## config.mk

```make
export PLATFORM = sky130hd
export DESIGN_NAME = csr_trap_ctrl
export DESIGN_NICKNAME = d
export VERILOG_FILES = /design/src/rtl/csr_trap_ctrl_pkg.sv /design/src/rtl/csr_trap_ctrl_intr_sync.sv /design/src/rtl/csr_trap_ctrl.sv
export SDC_FILE = /design/constraint.sdc
export NUM_CORES = 1
export LEC_CHECK = 0
export BUFFER_PORTS_ARGS = -buffer_cell sky130_fd_sc_hd__buf_2
export CAP_MARGIN = 5
export CORE_MARGIN = 8
export CORE_UTILIZATION = 51
export DETAILED_ROUTE_END_ITERATION = 16
export PLACE_DENSITY = 0.89
export SYNTH_ARGS = -nofsm -noshare
export SYNTH_HDL_FRONTEND = slang
export SYNTH_SLANG_ARGS = --single-unit
```

## constraint.sdc

```tcl
create_clock -name CLK -period 3.2 [get_ports CLK]
set_input_delay 0.16 -clock CLK [delete_from_list [all_inputs] [get_ports CLK]]
set_output_delay 0.16 -clock CLK [all_outputs]
set_load 0.01 [all_outputs]
```

## src/rtl/csr_trap_ctrl_pkg.sv

```systemverilog
// csr_trap_ctrl_pkg: CSR addresses, bit positions, PC-mux codes and FSM states for csr_trap_ctrl
package csr_trap_ctrl_pkg;
    localparam logic [11:0] ADDR_MSTATUS = 12'h300;
    localparam logic [11:0] ADDR_MIE     = 12'h304;
    localparam logic [11:0] ADDR_MTVEC   = 12'h305;
    localparam logic [11:0] ADDR_MEPC    = 12'h341;
    localparam logic [11:0] ADDR_MCAUSE  = 12'h342;
    localparam logic [11:0] ADDR_MIP     = 12'h344;
    localparam int BIT_MIE  = 3;
    localparam int BIT_MPIE = 7;
    localparam int BIT_MEIE = 11;
    localparam int BIT_MEIP = 11;
    localparam logic [31:0] CAUSE_EXT_DEF = 32'h8000_000B;
    localparam logic [2:0] SEL_MTVEC = 3'd4;
    localparam logic [2:0] SEL_MEPC  = 3'd5;
    typedef enum logic [2:0] {IDLE = 3'b001, PEND = 3'b010, TRAP = 3'b100} state_e;
    function automatic logic [31:0] align4(input logic [31:0] v);
        return v & ~32'd3;
    endfunction
endpackage

```

## src/rtl/csr_trap_ctrl_intr_sync.sv

```systemverilog
// intr_sync: multi-stage synchroniser for an async level plus rising-edge pulse
//   clk, rst (async, active-high) | async_in: raw level | level: synced level | rise: 1-cycle edge pulse
module intr_sync #(
    parameter int STAGES = 2
) (
    input  logic clk,
    input  logic rst,
    input  logic async_in,
    output logic level,
    output logic rise
);
    logic [STAGES-1:0] sync_q, sync_d;
    logic prev_q, prev_d;
    always_comb begin
        sync_d = {sync_q[STAGES-2:0], async_in};
        level  = sync_q[STAGES-1];
        prev_d = level;
        rise   = level & ~prev_q;
    end
    always_ff @(posedge clk or posedge rst) begin
        if (rst) begin
            sync_q <= '0;
            prev_q <= 1'b0;
        end else begin
            sync_q <= sync_d;
            prev_q <= prev_d;
        end
    end
endmodule

```

## src/rtl/csr_trap_ctrl.sv

```systemverilog
// csr_trap_ctrl: machine-mode CSRs and external-interrupt trap controller driving the PC-source mux
//   CLK, RST (async, active-high) | INTR: async irq level | INSTR_DONE: retire pulse
//   PC_NEXT: next PC | BASE_SEL: decoder PC select | MRET_EXEC, CSR_WE/ADDR/WD: retiring-instr controls
//   CSR_RD: comb read data | MTVEC, MEPC: mux inputs 4/5 | PC_SEL: mux select | INT_TAKEN: trap pulse
module csr_trap_ctrl
    import csr_trap_ctrl_pkg::*;
#(
    parameter int          SYNC_STAGES = 2,
    parameter logic [31:0] CAUSE_EXT   = CAUSE_EXT_DEF
) (
    input  logic        CLK,
    input  logic        RST,
    input  logic        INTR,
    input  logic        INSTR_DONE,
    input  logic [31:0] PC_NEXT,
    input  logic [2:0]  BASE_SEL,
    input  logic        MRET_EXEC,
    input  logic        CSR_WE,
    input  logic [11:0] CSR_ADDR,
    input  logic [31:0] CSR_WD,
    output logic [31:0] CSR_RD,
    output logic [31:0] MTVEC,
    output logic [31:0] MEPC,
    output logic [2:0]  PC_SEL,
    output logic        INT_TAKEN
);
    state_e state_q, state_d;
    logic pending_q, pending_d;
    logic mie_q, mie_d, mpie_q, mpie_d, meie_q, meie_d;
    logic [31:0] mtvec_q, mtvec_d, mepc_q, mepc_d, mcause_q, mcause_d;
    logic intr_level, intr_rise;
    logic wr, mret, take;
    logic wr_mstatus, wr_mie, wr_mtvec, wr_mepc, wr_mcause;

    intr_sync #(.STAGES(SYNC_STAGES)) u_sync (
        .clk      (CLK),
        .rst      (RST),
        .async_in (INTR),
        .level    (intr_level),
        .rise     (intr_rise)
    );

    always_comb begin
        wr         = CSR_WE & INSTR_DONE;
        mret       = INSTR_DONE & MRET_EXEC;
        // MRET wins over trap entry; the interrupt stays pending for the next boundary
        take       = (state_q == PEND) & INSTR_DONE & mie_q & meie_q & ~MRET_EXEC;
        wr_mstatus = wr & (CSR_ADDR == ADDR_MSTATUS);
        wr_mie     = wr & (CSR_ADDR == ADDR_MIE);
        wr_mtvec   = wr & (CSR_ADDR == ADDR_MTVEC);
        wr_mepc    = wr & (CSR_ADDR == ADDR_MEPC);
        wr_mcause  = wr & (CSR_ADDR == ADDR_MCAUSE);
        // a fresh edge on the entry cycle must not be lost, so set beats clear
        pending_d  = intr_rise | (pending_q & ~take);
        state_d    = (state_q == IDLE) ? (pending_q ? PEND : IDLE) :
                     (state_q == PEND) ? (take ? TRAP : PEND) : IDLE;
        mie_d      = take ? 1'b0 : mret ? mpie_q : wr_mstatus ? CSR_WD[BIT_MIE] : mie_q;
        mpie_d     = take ? mie_q : mret ? 1'b1 : wr_mstatus ? CSR_WD[BIT_MPIE] : mpie_q;
        meie_d     = wr_mie ? CSR_WD[BIT_MEIE] : meie_q;
        mtvec_d    = wr_mtvec ? align4(CSR_WD) : mtvec_q;
        mepc_d     = take ? align4(PC_NEXT) : wr_mepc ? align4(CSR_WD) : mepc_q;
        mcause_d   = take ? CAUSE_EXT : wr_mcause ? CSR_WD : mcause_q;
        CSR_RD     = (CSR_ADDR == ADDR_MSTATUS) ? (32'(mie_q) << BIT_MIE) | (32'(mpie_q) << BIT_MPIE) :
                     (CSR_ADDR == ADDR_MIE)     ? 32'(meie_q) << BIT_MEIE :
                     (CSR_ADDR == ADDR_MTVEC)   ? mtvec_q :
                     (CSR_ADDR == ADDR_MEPC)    ? mepc_q :
                     (CSR_ADDR == ADDR_MCAUSE)  ? mcause_q :
                     (CSR_ADDR == ADDR_MIP)     ? 32'(intr_level) << BIT_MEIP : 32'd0;
        INT_TAKEN  = (state_q == TRAP);
        PC_SEL     = INT_TAKEN ? SEL_MTVEC : mret ? SEL_MEPC : BASE_SEL;
        MTVEC      = mtvec_q;
        MEPC       = mepc_q;
    end

    always_ff @(posedge CLK or posedge RST) begin
        if (RST) begin
            state_q   <= IDLE;
            pending_q <= 1'b0;
            mie_q     <= 1'b0;
            mpie_q    <= 1'b0;
            meie_q    <= 1'b0;
            mtvec_q   <= '0;
            mepc_q    <= '0;
            mcause_q  <= '0;
        end else begin
            state_q   <= state_d;
            pending_q <= pending_d;
            mie_q     <= mie_d;
            mpie_q    <= mpie_d;
            meie_q    <= meie_d;
            mtvec_q   <= mtvec_d;
            mepc_q    <= mepc_d;
            mcause_q  <= mcause_d;
        end
    end
endmodule
```

==> results of run 1 <==
==> flip-flops by register name, indices dropped and copies added (netlist names) <==
register       flops
MEPC              30
MTVEC             30
mcause_q          32
meie_q             1
mie_q              1
mpie_q             1
pending_q          1
state_q            3
u_sync.prev_q      1
u_sync.sync_q      2
==> path summary, 6_finish.rpt <==
kind / end / slack (ns)
setup / recovery: CSR_RD[7] / 0.76
hold / removal: MEPC[9] / 0.03
setup reg to reg: MEPC[5] / 1.30
hold reg to reg: u_sync.sync_q[1] / 0.37
max in group asynchronous: mcause_q[8] / 2.03
min in group asynchronous: MTVEC[29] / 0.34
==> logic make-up after synthesis <==
| kind of cell | synth area share, % |
|---|---|
| and+or+nand+nor | 11.5 |
| muxes | 8.60 |
| other | 0.0699 |
| buffers and inverters | 6.62 |
| AOI/OAI and AO/OA | 25.6 |
| DFF | 47.6 |
==> worst max-delay path, delay by kind of cell <==
kind	cells	cell delay [ns]
simple gates	2	1.16
compound gates	2	0.61
buf+inv	2	0.35
==> routing by layer <==
layer / vias to the layer above / part of all wire [%] / global-route usage (%)
li1: 2370 / - / -
met1: 2547 / 39 / 27.8
met2: 289 / 51 / 40.0
met3: 38 / 7.6 / 5.05
met4: 0 / 2.5 / 11.9
met5: - / 0 / 0
==> cell type report <==
type / instances / area, sq um / area share [%]
multi-input combinational: 400 / 2480 / 38.3
sequential: 102 / 2550 / 39.4
clock inverter: 6 / 61.3 / 0.945
tap: 136 / 170 / 2.62
inverter: 5 / 21.3 / 0.328
clock buffer: 10 / 138 / 2.12
timing repair buffer: 196 / 1060 / 16.3
==> repair_timing <==
action                    4_1_cts  5_1_grt
buffers inserted                0        0
hold endpoints to repair       35        0
hold buffers                    2        0
==> metrics by stage <==
stage               setup slack [ns]  utilization, %  instances  hold slack, ns  power (uW)
floorplan                      0.366               -        565           0.191        1450
global placement               0.745            61.0        837           0.202        1540
detailed placement             0.658            61.0        837           0.209        1560
CTS                            0.820            63.1        855          0.0135        2390
global route                   0.644            63.1        855          0.0291        2480
finish                         0.761            63.1        855          0.0272        2380
==> placed cells by master (no fill, tap or decap), types with 2 or more instances in the layout <==
cell / count
mux2_4: 30
inv_1: 3
nand4b_1: 2
nor2b_1: 3
nand4_1: 2
nand2_1: 10
nand3_1: 40
o21ai_1: 63
buf_4: 14
o22ai_1: 2
a31oi_1: 31
clkbuf_8: 10
conb_1: 4
o21ai_0: 29
and3b_1: 3
dlygate4sd3_1: 2
nor3b_1: 2
buf_12: 2
a21o_1: 3
and3_1: 2
dfrtp_1: 101
nand3b_1: 2
buf_2: 178
a21oi_1: 87
nor3_4: 2
nor4_1: 2
a22oi_1: 28
clkinv_2: 3
nand2b_1: 2
nor2_1: 35
==> power by group through the flow <==
stage / Clock (uW) / Sequential, uW / Combinational (uW)
floorplan: 0 / 1360 / 97.0
global placement: 0 / 1350 / 189
detailed placement: 0 / 1360 / 200
CTS: 855 / 1330 / 202
global route: 916 / 1330 / 226
finish: 841 / 1330 / 203
==> run_results.csv, run 1 <==
group,metric,value,unit
run_status,outcome,"complete, no violations",
placed_design,placed_cell_area,6270,sq um
synth,synth_seq_cells,102,
sta,rsz0062_at_grt,"false",
grt,grt_first_pass_wirelength,27600,um
critical_path,crit_arrival,2.28,ns
critical_path,critPathRequiredTime,3.04,ns
die,rows,37,
synth,synthTopCellsByCount,"dfrtp_1 (101), a21oi_1 (87), o21ai_1 (63), nand3_1 (40), nor2_1 (35)",
grt,grt_max_degree,60,
synth,synth.top_cell.area_share,47.1,%
synth,synth-edff-count,0,
synth,yosysTopAreaCell,"dfrtp_1",
placed_design,place_congestion,0.872,
power_and_ir_drop,p_per_area,366,nW/um^2
synth,synth_ff_type,"dfrtp_1",
layout,diodes,0,
drt,viasPerCell,6.13,
grt,first_global_vias,5466,
synth,synthMostInstantiatedCell,"dfrtp_1",
sta,slew_viol_final,0,
drt,drt_first_pass_iters,5,
cts,cts_tree,"done",
sta,finalHoldViolCount,0,
die,initial_core_util,52.2,%
synth,syn_area,5370,sq um
critical_path,cpMaxStageDelayCell,"and3_2",
cts,htreeDepth,3,
cts,clock-sinks,102,
synth,synth_async_sr_flop_share,100,%
placed_design,hpwl,11900,um
die,chipHeight,119,um
power_and_ir_drop,peakVddDrop,0.210,mV
synth,syn_avg_cell_area,9.55,sq um
sta,tns,0,ns
drt,dr_total_vias,5244,
sta,worst_pin_slew,1.04,ns
power_and_ir_drop,seq_power_share,56.1,%
sta,post-route-min-period,2.44,ns
critical_path,start_kind,"input port",
layout,fillers,889,
cts,cts_buffers,9,
layout,syn2layout_area_growth,20.8,%
grt,grt.overflow.total,0,
min_path,whs_path_depth,3,
drt,drt_wl_total,17200,um
critical_path,cp-startpoint,"CSR_ADDR[6]",
die,die_area,14100,sq um
cts,clkLatencyLatePin,0.37,ns
power_and_ir_drop,p_switching,596,uW
synth,synthCells,562,
layout,nNetsFinal,799,
die,coreArea,10300,sq um
grt,grtUsageTotal,23.6,%
power_and_ir_drop,comb_power_share,8.5,%
min_path,min_path_type,"input port to flip-flop",
cts,post_cts_resize_count,0,
power_and_ir_drop,p_sw_share,25.1,%
sta,max_freq,410,MHz
power_and_ir_drop,p_int,1780,uW
critical_path,crit_type,"input port to output port",
critical_path,cpMostUsedCell,"buf_2",
layout,layout-drive-gt1-share,35.2,%
drt,drt_iter0_drc,508,
sta,skew,0.0135,ns
sta,finalSetupViolCount,0,
critical_path,r2r_start,"meie_q",
cts,clk_path_buf_depth,2,
min_path,hold_start,"PC_NEXT[9]",
synth,synthTopCellsByArea,"dfrtp_1 (47%), mux2_4 (8.4%), a21oi_1 (8.1%)",
critical_path,worstPathMaxFanout,33,
drt,routedWlPerCell,20.1,um
placed_design,numPortBuffers,178,
synth,synth_cell_types,46,
drt,drc,0,
critical_path,max_stage_delay,0.74,ns
die,die_w,119,um
layout,final_area,6480,sq um
die,ios,185,
power_and_ir_drop,power_frac_clock,35.4,%
grt,antenna_found_initial,0,
synth,yosysWarnings,0,
critical_path,critical_path.cell_chain,"buf_2 > nor2b_1 > and3_2 > a22oi_1 > a211oi_1 > buf_2",
job,maxCapViolCount,0,
sta,min_period_over_period,76.2,%
critical_path,reg2reg_depth,5,
power_and_ir_drop,leakage,0.00323,uW
drt,ant_nets,0,
cts,clk_pin_slew,0.10,ns
sta,slew_headroom,30.6,%
critical_path,end_kind,"output port",
cts,cts_root_buffer,"clkbuf_8",
synth,yosysSeqAreaShare,47.6,%
No activity file was read; power rests on OpenSTA's default activity.
==> run 2, diff against run 1 <==
==> constraint.sdc (replaced) <==
create_clock -name CLK -period 2.3 [get_ports CLK]
set_input_delay 0.115 -clock CLK [delete_from_list [all_inputs] [get_ports CLK]]
set_output_delay 0.115 -clock CLK [all_outputs]
set_load 0.01 [all_outputs]
==> run 2 against run 1 <==
Compared with the run above: power increased by 41%; die area unchanged; sequential power increased by 39%; critical path type is now flip-flop to output port; largest cell class unchanged.
==> run_results.csv, run 2 (synthesis results as in run 1) <==
group,metric,value,unit
placed_design,place_congestion,0.894,
die,rows,37,
drt,drt_first_pass_iters,6,
die,die_area,14100,sq um
critical_path,critPathRequiredTime,2.18,ns
power_and_ir_drop,p_switching,841,uW
cts,cts_buffers,9,
cts,clock-sinks,102,
layout,syn2layout_area_growth,30.9,%
critical_path,end_kind,"output port",
sta,tns,0,ns
job,maxCapViolCount,0,
power_and_ir_drop,peakVddDrop,0.283,mV
critical_path,crit_type,"flip-flop to output port",
layout,largest_register,"mcause_q",
placed_design,hpwl,11900,um
grt,grtUsageTotal,25.0,%
sta,finalHoldViolCount,0,
layout,layout-drive-gt1-share,33.7,%
placed_design,placed_cell_area,6360,sq um
sta,post-route-min-period,2.06,ns
power_and_ir_drop,leakage,0.00346,uW
cts,clk_pin_slew,0.10,ns
sta,min_period_over_period,89.5,%
die,ios,185,
die,coreArea,10300,sq um
drt,dr_total_vias,5535,
critical_path,start_kind,"flip-flop",
layout,nNetsFinal,849,
cts,clkLatencyLatePin,0.37,ns
layout,final_area,7020,sq um
cts,post_cts_resize_count,0,
critical_path,r2r_slack,0.55,ns
min_path,whs_path_depth,3,
drt,drt_wl_total,18300,um
critical_path,reg2reg_depth,6,
critical_path,crit_arrival,1.94,ns
sta,skew,0.00694,ns
drt,drt_iter0_drc,468,
grt,antenna_found_initial,2,
placed_design,numPortBuffers,178,
sta,slew_viol_final,0,
cts,cts_root_buffer,"clkbuf_8",
layout,fillers,791,
sta,max_freq,486,MHz
layout,final_common_cell,"buf_2",
drt,routedWlPerCell,20.2,um
power_and_ir_drop,comb_power_share,10.4,%
power_and_ir_drop,p_sw_share,25.1,%
cts,cts_tree,"done",
sta,worst_pin_slew,0.552,ns
die,chipHeight,119,um
power_and_ir_drop,seq_power_share,55.3,%
power_and_ir_drop,power_frac_clock,34.2,%
sta,slew_headroom,62.3,%
grt,first_global_vias,5669,
run_status,outcome,"complete, no violations",
critical_path,reg2reg_to,"MEPC[17]",
min_path,min_path_type,"input port to flip-flop",
die,initial_core_util,52.2,%
die,die_w,119,um
critical_path,cp-startpoint,"MTVEC[11]",
sta,rsz0062_at_grt,"false",
drt,ant_nets,0,
sta,finalSetupViolCount,0,
critical_path,crit_end,"CSR_RD[11]",
power_and_ir_drop,p_per_area,477,nW/um^2
grt,grt.overflow.total,0,
layout,layout_common_cells,"buf_2 (178), dfrtp_1 (101), a21oi_1 (87)",
critical_path,r2r_start,"mie_q",
cts,htreeDepth,3,
grt,grt_first_pass_wirelength,28900,um
layout,largest_reg_flops,32,
sta,whs,0.0152,ns
drt,drc,0,
drt,viasPerCell,6.10,
grt,grt_max_degree,83,
cts,clk_path_buf_depth,2,
power_and_ir_drop,p_int,2510,uW
critical_path,worstPathMaxFanout,3,
-- run 2: area by class of cell --
cell class | count | area, sq um | share of cell area [%]
clock inverters | 7 | 71.3 | 1.02
inverters | 5 | 22.5 | 0.321
well taps | 136 | 170 | 2.42
diodes | 2 | 5.00 | 0.0713
flip-flops and latches | 102 | 2550 | 36.4
repair buffers | 246 | 1590 | 22.7
multi-input cells | 400 | 2480 | 35.4
clock buffers | 9 | 124 | 1.76
-- run 2: how the worst min path moves through the flow --
| stage | end | from | slack [ns] |
|---|---|---|---|
| after detailed placement | mie_q | RST | 0.17 |
| after floorplan | u_sync.sync_q[0] | INTR | 0.15 |
| after CTS | MTVEC[12] | CSR_WD[12] | 0.0004 |
| after global routing | MTVEC[19] | CSR_WD[19] | 0.002 |
| after global placement | MTVEC[11] | RST | 0.16 |
| final | MEPC[5] | PC_NEXT[5] | 0.02 |
-- run 2: routing by layer --
| metal | GRT usage, % | wire length [um] |
|---|---|---|
| met5 | 0 | 0 |
| met4 | 12.8 | 592 |
| met3 | 6.14 | 1500 |
| met2 | 42.2 | 9020 |
| met1 | 29.1 | 7170 |
-- run 2: repair_timing --
item                      4_1_cts  5_1_grt
buffers inserted                0        0
hold endpoints to repair       74        2
hold buffers                   44        2
-- run 2: through the flow --
step	setup WS [ns]	power [uW]	utilization, %	std cells
global placement	0.306	2160	61.9	843
detailed placement	0.258	2170	61.9	843
CTS	0.228	3370	68.1	903
global route	0.0841	3480	68.3	907
floorplan	0.619	2020	-	565
finish	0.242	3350	68.3	907
-- run 2: power by group through the flow --
stage	Combinational [uW]	Sequential, uW	Clock, uW
2_1_floorplan	135	1890	0
3_3_place_gp	272	1880	0
3_5_place_dp	284	1890	0
4_1_cts	342	1850	1170
5_1_grt	377	1860	1240
6_report	350	1850	1150
-- run 2: worst max-delay path, cell delays in order, from the launching register on --
cell and delay, ns:
dfrtp_1 0.39, nand2_1 0.07, a21o_1 0.18, a31o_2 0.19
a2111oi_0 0.52, buf_2 0.24
